--- config.mk ---
export PLATFORM = sky130hd
export DESIGN_NAME = noc_decoder_leaf_flat
export DESIGN_NICKNAME = d
export VERILOG_FILES = /design/src/rtl/noc_decoder_pkg.sv /design/src/rtl/noc_decoder_leaf_if.sv /design/src/rtl/noc_chan_reg.sv /design/src/rtl/noc_decoder_leaf.sv /design/src/flat_wrapper.sv
export SDC_FILE = /design/constraint.sdc
export NUM_CORES = 1
export LEC_CHECK = 0
export CORE_ASPECT_RATIO = 1.4
export CORE_MARGIN = 2
export CORE_UTILIZATION = 27
export DETAILED_ROUTE_END_ITERATION = 10
export HOLD_SLACK_MARGIN = 0.02
export PLACE_DENSITY = 0.57
export SLEW_MARGIN = 25
export SYNTH_ARGS = -nofsm -noshare
export SYNTH_HDL_FRONTEND = slang
export SYNTH_SLANG_ARGS = --single-unit
export TNS_END_PERCENT = 100
--- constraint.sdc ---
create_clock -name CLK -period 1.4 [get_ports CLK]
set_input_delay 0.28 -clock CLK [delete_from_list [all_inputs] [get_ports CLK]]
set_output_delay 0.28 -clock CLK [all_outputs]
set_load 0.05 [all_outputs]
--- src/rtl/noc_decoder_pkg.sv ---
// rtl/noc_decoder_pkg.sv - shared widths, flit type and route select function for the NoC decoder leaf
package noc_decoder_pkg;

    localparam int WIDTH_DEF  = 9;
    localparam int ADDR_W_DEF = 4;

    typedef logic [WIDTH_DEF-1:0] flit_t;

    // 1 when any examined address bit differs from the node address.
    function automatic logic route_sel(
        input logic [ADDR_W_DEF-1:0] addr,
        input logic [ADDR_W_DEF-1:0] address,
        input logic [ADDR_W_DEF-1:0] mask
    );
        return |((addr ^ address) & mask);
    endfunction

endpackage

--- src/rtl/noc_decoder_leaf_if.sv ---
// rtl/noc_decoder_leaf_if.sv - flit input, two flit outputs and select token channel bundle
interface noc_decoder_leaf_if
    import noc_decoder_pkg::*;
#(
    parameter int WIDTH = WIDTH_DEF
);
    logic             in_valid;
    logic [WIDTH-1:0] in_data;
    logic             in_ready;
    logic             out0_valid;
    logic [WIDTH-1:0] out0_data;
    logic             out0_ready;
    logic             out1_valid;
    logic [WIDTH-1:0] out1_data;
    logic             out1_ready;
    logic             s_valid;
    logic             s_data;
    logic             s_ready;

    modport slave (
        input  in_valid, in_data, out0_ready, out1_ready, s_ready,
        output in_ready, out0_valid, out0_data, out1_valid, out1_data, s_valid, s_data
    );

    modport master (
        output in_valid, in_data, out0_ready, out1_ready, s_ready,
        input  in_ready, out0_valid, out0_data, out1_valid, out1_data, s_valid, s_data
    );
endinterface

--- src/rtl/noc_chan_reg.sv ---
// rtl/noc_chan_reg.sv - one-entry valid/ready output register with same-cycle drain and reload
module noc_chan_reg #(
    parameter int W = 1
) (
    input  logic         clk,
    input  logic         resetn,
    input  logic         load,
    input  logic [W-1:0] load_data,
    output logic         valid,
    output logic [W-1:0] data,
    input  logic         ready,
    output logic         free
);

    assign free = !valid || ready;

    always_ff @(posedge clk) begin
        if (!resetn) begin
            valid <= 1'b0;
            data  <= '0;
        end else if (load) begin
            valid <= 1'b1;
            data  <= load_data;
        end else if (ready) begin
            valid <= 1'b0;
        end
    end

endmodule

--- src/rtl/noc_decoder_leaf.sv ---
// rtl/noc_decoder_leaf.sv - leaf decoder routing each flit to Out0/Out1 with a select token; DECODER_FLIT_COUNT_EN adds per-output flit counters
module noc_decoder_leaf
    import noc_decoder_pkg::*;
#(
    parameter int                WIDTH   = WIDTH_DEF,
    parameter int                ADDR_W  = ADDR_W_DEF,
    parameter logic [ADDR_W-1:0] ADDRESS = 4'b0000,
    parameter logic [ADDR_W-1:0] MASK    = 4'b1000,
    parameter int                LEAF    = 1
) (
    input  logic CLK,
    input  logic _RESET,
    noc_decoder_leaf_if.slave bus
`ifdef DECODER_FLIT_COUNT_EN
    ,
    output logic [15:0] cnt0,
    output logic [15:0] cnt1
`endif
);

    localparam bit LEAF_EN = (LEAF != 0);

    logic sel;
    logic free0, free1, free_s;
    logic xfer;

    assign sel = route_sel(bus.in_data[WIDTH-1 -: ADDR_W], ADDRESS, MASK);

    // Acceptance never looks at in_valid, so upstream may wait on in_ready.
    assign bus.in_ready = _RESET && (sel ? free1 : free0) && (free_s || !LEAF_EN);
    assign xfer         = bus.in_valid && bus.in_ready;

    noc_chan_reg #(.W(WIDTH)) u_out0 (
        .clk       (CLK),
        .resetn    (_RESET),
        .load      (xfer && !sel),
        .load_data (bus.in_data),
        .valid     (bus.out0_valid),
        .data      (bus.out0_data),
        .ready     (bus.out0_ready),
        .free      (free0)
    );

    noc_chan_reg #(.W(WIDTH)) u_out1 (
        .clk       (CLK),
        .resetn    (_RESET),
        .load      (xfer && sel),
        .load_data (bus.in_data),
        .valid     (bus.out1_valid),
        .data      (bus.out1_data),
        .ready     (bus.out1_ready),
        .free      (free1)
    );

    noc_chan_reg #(.W(1)) u_sel (
        .clk       (CLK),
        .resetn    (_RESET),
        .load      (xfer && LEAF_EN),
        .load_data (sel),
        .valid     (bus.s_valid),
        .data      (bus.s_data),
        .ready     (bus.s_ready),
        .free      (free_s)
    );

`ifdef DECODER_FLIT_COUNT_EN
    always_ff @(posedge CLK) begin
        if (!_RESET) begin
            cnt0 <= '0;
            cnt1 <= '0;
        end else if (xfer) begin
            if (sel) cnt1 <= cnt1 + 16'd1;
            else     cnt0 <= cnt0 + 16'd1;
        end
    end
`endif

endmodule

--- src/flat_wrapper.sv ---
// flat-port wrapper written by rule: the top's interface ports become plain ports
module noc_decoder_leaf_flat import noc_decoder_pkg::*;
#(
    parameter int                WIDTH   = WIDTH_DEF,
    parameter int                ADDR_W  = ADDR_W_DEF,
    parameter logic [ADDR_W-1:0] ADDRESS = 4'b0000,
    parameter logic [ADDR_W-1:0] MASK    = 4'b1000,
    parameter int                LEAF    = 1
)
  (CLK, _RESET, bus_in_valid, bus_in_data, bus_out0_ready, bus_out1_ready, bus_s_ready, bus_in_ready, bus_out0_valid, bus_out0_data, bus_out1_valid, bus_out1_data, bus_s_valid, bus_s_data);
  noc_decoder_leaf_if #(.WIDTH(WIDTH)) bus_i ();
  input  logic CLK;
  input  logic _RESET;
  input wire logic [$bits(bus_i.in_valid)-1:0] bus_in_valid;
  input wire logic [$bits(bus_i.in_data)-1:0] bus_in_data;
  input wire logic [$bits(bus_i.out0_ready)-1:0] bus_out0_ready;
  input wire logic [$bits(bus_i.out1_ready)-1:0] bus_out1_ready;
  input wire logic [$bits(bus_i.s_ready)-1:0] bus_s_ready;
  output wire logic [$bits(bus_i.in_ready)-1:0] bus_in_ready;
  output wire logic [$bits(bus_i.out0_valid)-1:0] bus_out0_valid;
  output wire logic [$bits(bus_i.out0_data)-1:0] bus_out0_data;
  output wire logic [$bits(bus_i.out1_valid)-1:0] bus_out1_valid;
  output wire logic [$bits(bus_i.out1_data)-1:0] bus_out1_data;
  output wire logic [$bits(bus_i.s_valid)-1:0] bus_s_valid;
  output wire logic [$bits(bus_i.s_data)-1:0] bus_s_data;
  assign bus_i.in_valid = bus_in_valid;
  assign bus_i.in_data = bus_in_data;
  assign bus_i.out0_ready = bus_out0_ready;
  assign bus_i.out1_ready = bus_out1_ready;
  assign bus_i.s_ready = bus_s_ready;
  assign bus_in_ready = bus_i.in_ready;
  assign bus_out0_valid = bus_i.out0_valid;
  assign bus_out0_data = bus_i.out0_data;
  assign bus_out1_valid = bus_i.out1_valid;
  assign bus_out1_data = bus_i.out1_data;
  assign bus_s_valid = bus_i.s_valid;
  assign bus_s_data = bus_i.s_data;
  noc_decoder_leaf #(.WIDTH(WIDTH), .ADDR_W(ADDR_W), .ADDRESS(ADDRESS), .MASK(MASK), .LEAF(LEAF)) u_core (.CLK(CLK), ._RESET(_RESET), .bus(bus_i));
endmodule
==> flow_metrics.tcl <==
set metrics [dict create \
    grt_pass1_vias 794 \
    layout_common_cells "nand2_1, buf_12, dfxtp_1, mux2i_1, clkdlybuf4s50_1" \
    share_seq_of_total_power_pct 46.7 \
    critPathKind "reg2out" \
    combPwrFrac_pct 23.4 \
    yosys.area.top_type_share_pct 51.2 \
    critical_path.endpoint_type "output pin" \
    portBuffers 37 \
    core_area_um2 3090 \
    fin_crit_sh_pct 96.9 \
    synth_top_area_cell "dfxtp_1" \
    path_buf_inv 1 \
    total_power_uw 1450 \
    layout-drive-gt1-share_pct 36.4 \
    tns_ns 0 \
    setup_viol 0 \
    avgViaCountPerCell 4.39 \
    fin_crit_ns 1.36 \
    clk_latency_ns 0.25 \
    tightest_slew_ns 0.206 \
    clockBufferDepth 2 \
    routabilityCongestion 0.712 \
    ant_nets 0 \
    cts_tree "yes" \
    arrival_ns 1.08 \
    ys_warn_count 0 \
    yosysSeqAreaShare_pct 51.2 \
    cp.required_ns 1.12 \
    fp.dieH_um 70.8 \
    hold_path_class "in2reg" \
    grt_pass1_wl_mm 3.31 \
    syn_inst 87 \
    start_util_pct 27.8 \
    num_rows 24 \
    slew_violations 0 \
    finalHoldViolations 0 \
    drcViolationCount 0 \
    drt_iter0_markers 13 \
    syn_nets 102 \
    cts_hold_buf 0 \
    n_fill_cell 280 \
    die_x_um 51.7 \
    fmax_mhz 737 \
    grt_max_degree 16 \
    crit_family "flip-flops" \
    internal_power_uw 1070 \
    dp_hpwl_mm 1.56 \
    wl_per_cell_um 12.4 \
    dp_cells 164 \
    grt_antenna_before_repair 0 \
    p_switching_uw 373 \
    path_cells "nand2b_4 > mux2i_4 > nor2_4 > buf_12" \
    n_antenna_cell 0 \
    firstDrtPassIters 4 \
    max-vdd-ir-drop_uv 497 \
    worst_slack_ns 0.0439 \
    layoutNonFillerInstCount 171 \
    start_kind "flip-flop" \
    p_leak_uw 0.000755 \
    avgSynthCellArea_um2 9.88 \
    slew_headroom_pct 86.1 \
    finClkSkew_ns 0.00423 \
    cts_buffers 3 \
    max_stage_delay_ns 0.38 \
    power_density_nw_per_um2 875 \
    synth-seq-cells 22 \
    routed_wl_mm 2.13 \
    switching_share_pct 25.8 \
    dp_slack_ns -0.271 \
    rsz0062_at_grt "no" \
    cp_max_fo 2 \
    pwr-share-clk_pct 29.9 \
    status "finished, final reports clean" \
    num_io_pins 38 \
    clkTransAtPathRegs_ns 0.07 \
    grtUsageTotal_pct 12.0 \
    syn_area_um2 860 \
    ys_top_cells_by_area "dfxtp_1, mux2i_1, nand2_1" \
    final_common_cell "nand2_1" \
    cts_num_sinks 22 \
    nets 148 \
    cts-root-buf "clkbuf_8" \
    maxCapViolCount 0 \
    slowest_stage "dfxtp_2" \
    grt-ovfl-total 0 \
    via_count 751 \
    htree_num_levels 1 \
    die_area_um2 3660 \
    syn_to_final_growth_pct 92.3 \
    synth.distinct_cells 19 \
]
## final cells by class
type / instances / area [um^2] / area share (%)
inverters: 2 / 7.51 / 0.454
well taps: 39 / 48.8 / 2.95
flip-flops and latches: 22 / 443 / 26.8
clock buffers: 4 / 55.1 / 3.33
multi-input cells: 58 / 437 / 26.4
repair buffers: 46 / 662 / 40.0
## registers in the layout (all words and copies together) (netlist names)
register / flops
u_core.u_out0.data: 9
u_core.u_out0.valid: 1
u_core.u_out1.data: 9
u_core.u_out1.valid: 1
u_core.u_sel.data: 1
u_core.u_sel.valid: 1
## power by group through the flow
stage | clock network (uW) | logic, uW | registers [uW]
after floorplan | 0 | 82.0 | 755
after detailed placement | 0 | 325 | 688
after global placement | 0 | 321 | 687
final | 433 | 338 | 676
after global routing | 471 | 353 | 679
after CTS | 455 | 339 | 676
## worst register-to-register path: stages, from the launching register on
cell,delay (ns)
dfxtp_1,0.42
nand2b_4,0.09
buf_4,0.16
nand4_1,0.09
buf_4,0.21
mux2i_1,0.22
## per-layer routing
layer  part of all wire, %  vias to the layer above  track usage (%)
met4                   1.8                        0             6.14
met1                    37                      343             12.4
met5                     0                        -                0
met3                   6.5                        4             2.53
li1                      -                      379                -
met2                    55                       25             22.1
## kinds of logic after synthesis
group / synth area share, %
DFF: 51.2
buffers and inverters: 4.80
and+or+nand+nor: 20.7
muxes: 19.8
AOI/OAI and AO/OA: 3.49
## repair_timing
item / CTS / global route
buffers inserted: 3 / 0
setup endpoints to repair: 1 / 6
pin swaps: 2 / 0
gates resized for setup: 16 / 2
## cell usage after synthesis, drive strengths merged
library cell   n
a21oi          3
dfxtp         22
nand3          1
nor3b          1
nor2           1
and3           1
nand2         25
a31oi          1
buf            3
and2           1
nand2b         3
clkbuf         2
nand3b         1
inv            2
nand4b         1
nand4          1
mux2i         17
a41oi          1
## through the flow
step | hold WS [ns] | utilization (%) | area, um^2
detailed placement | 0.478 | 49.5 | 1530
finish | 0.389 | 53.4 | 1650
CTS | 0.490 | 53.3 | 1650
global placement | 0.483 | 49.5 | 1530
global route | 0.399 | 53.4 | 1650
floorplan | 0.441 | - | 870
## worst paths after layout
check,start,end,slack [ns],depth (start not counted)
worst max-delay path,u_core.u_out0.valid,bus_in_ready,0.04,4
worst min-delay path,bus_in_data[8],u_core.u_sel.valid,0.39,3
worst max register to register,u_core.u_sel.valid,u_core.u_out1.data[3],0.15,5
worst min register to register,u_core.u_out1.data[8],u_core.u_out1.data[8],0.49,2
Power figures use the tool's default switching activity.
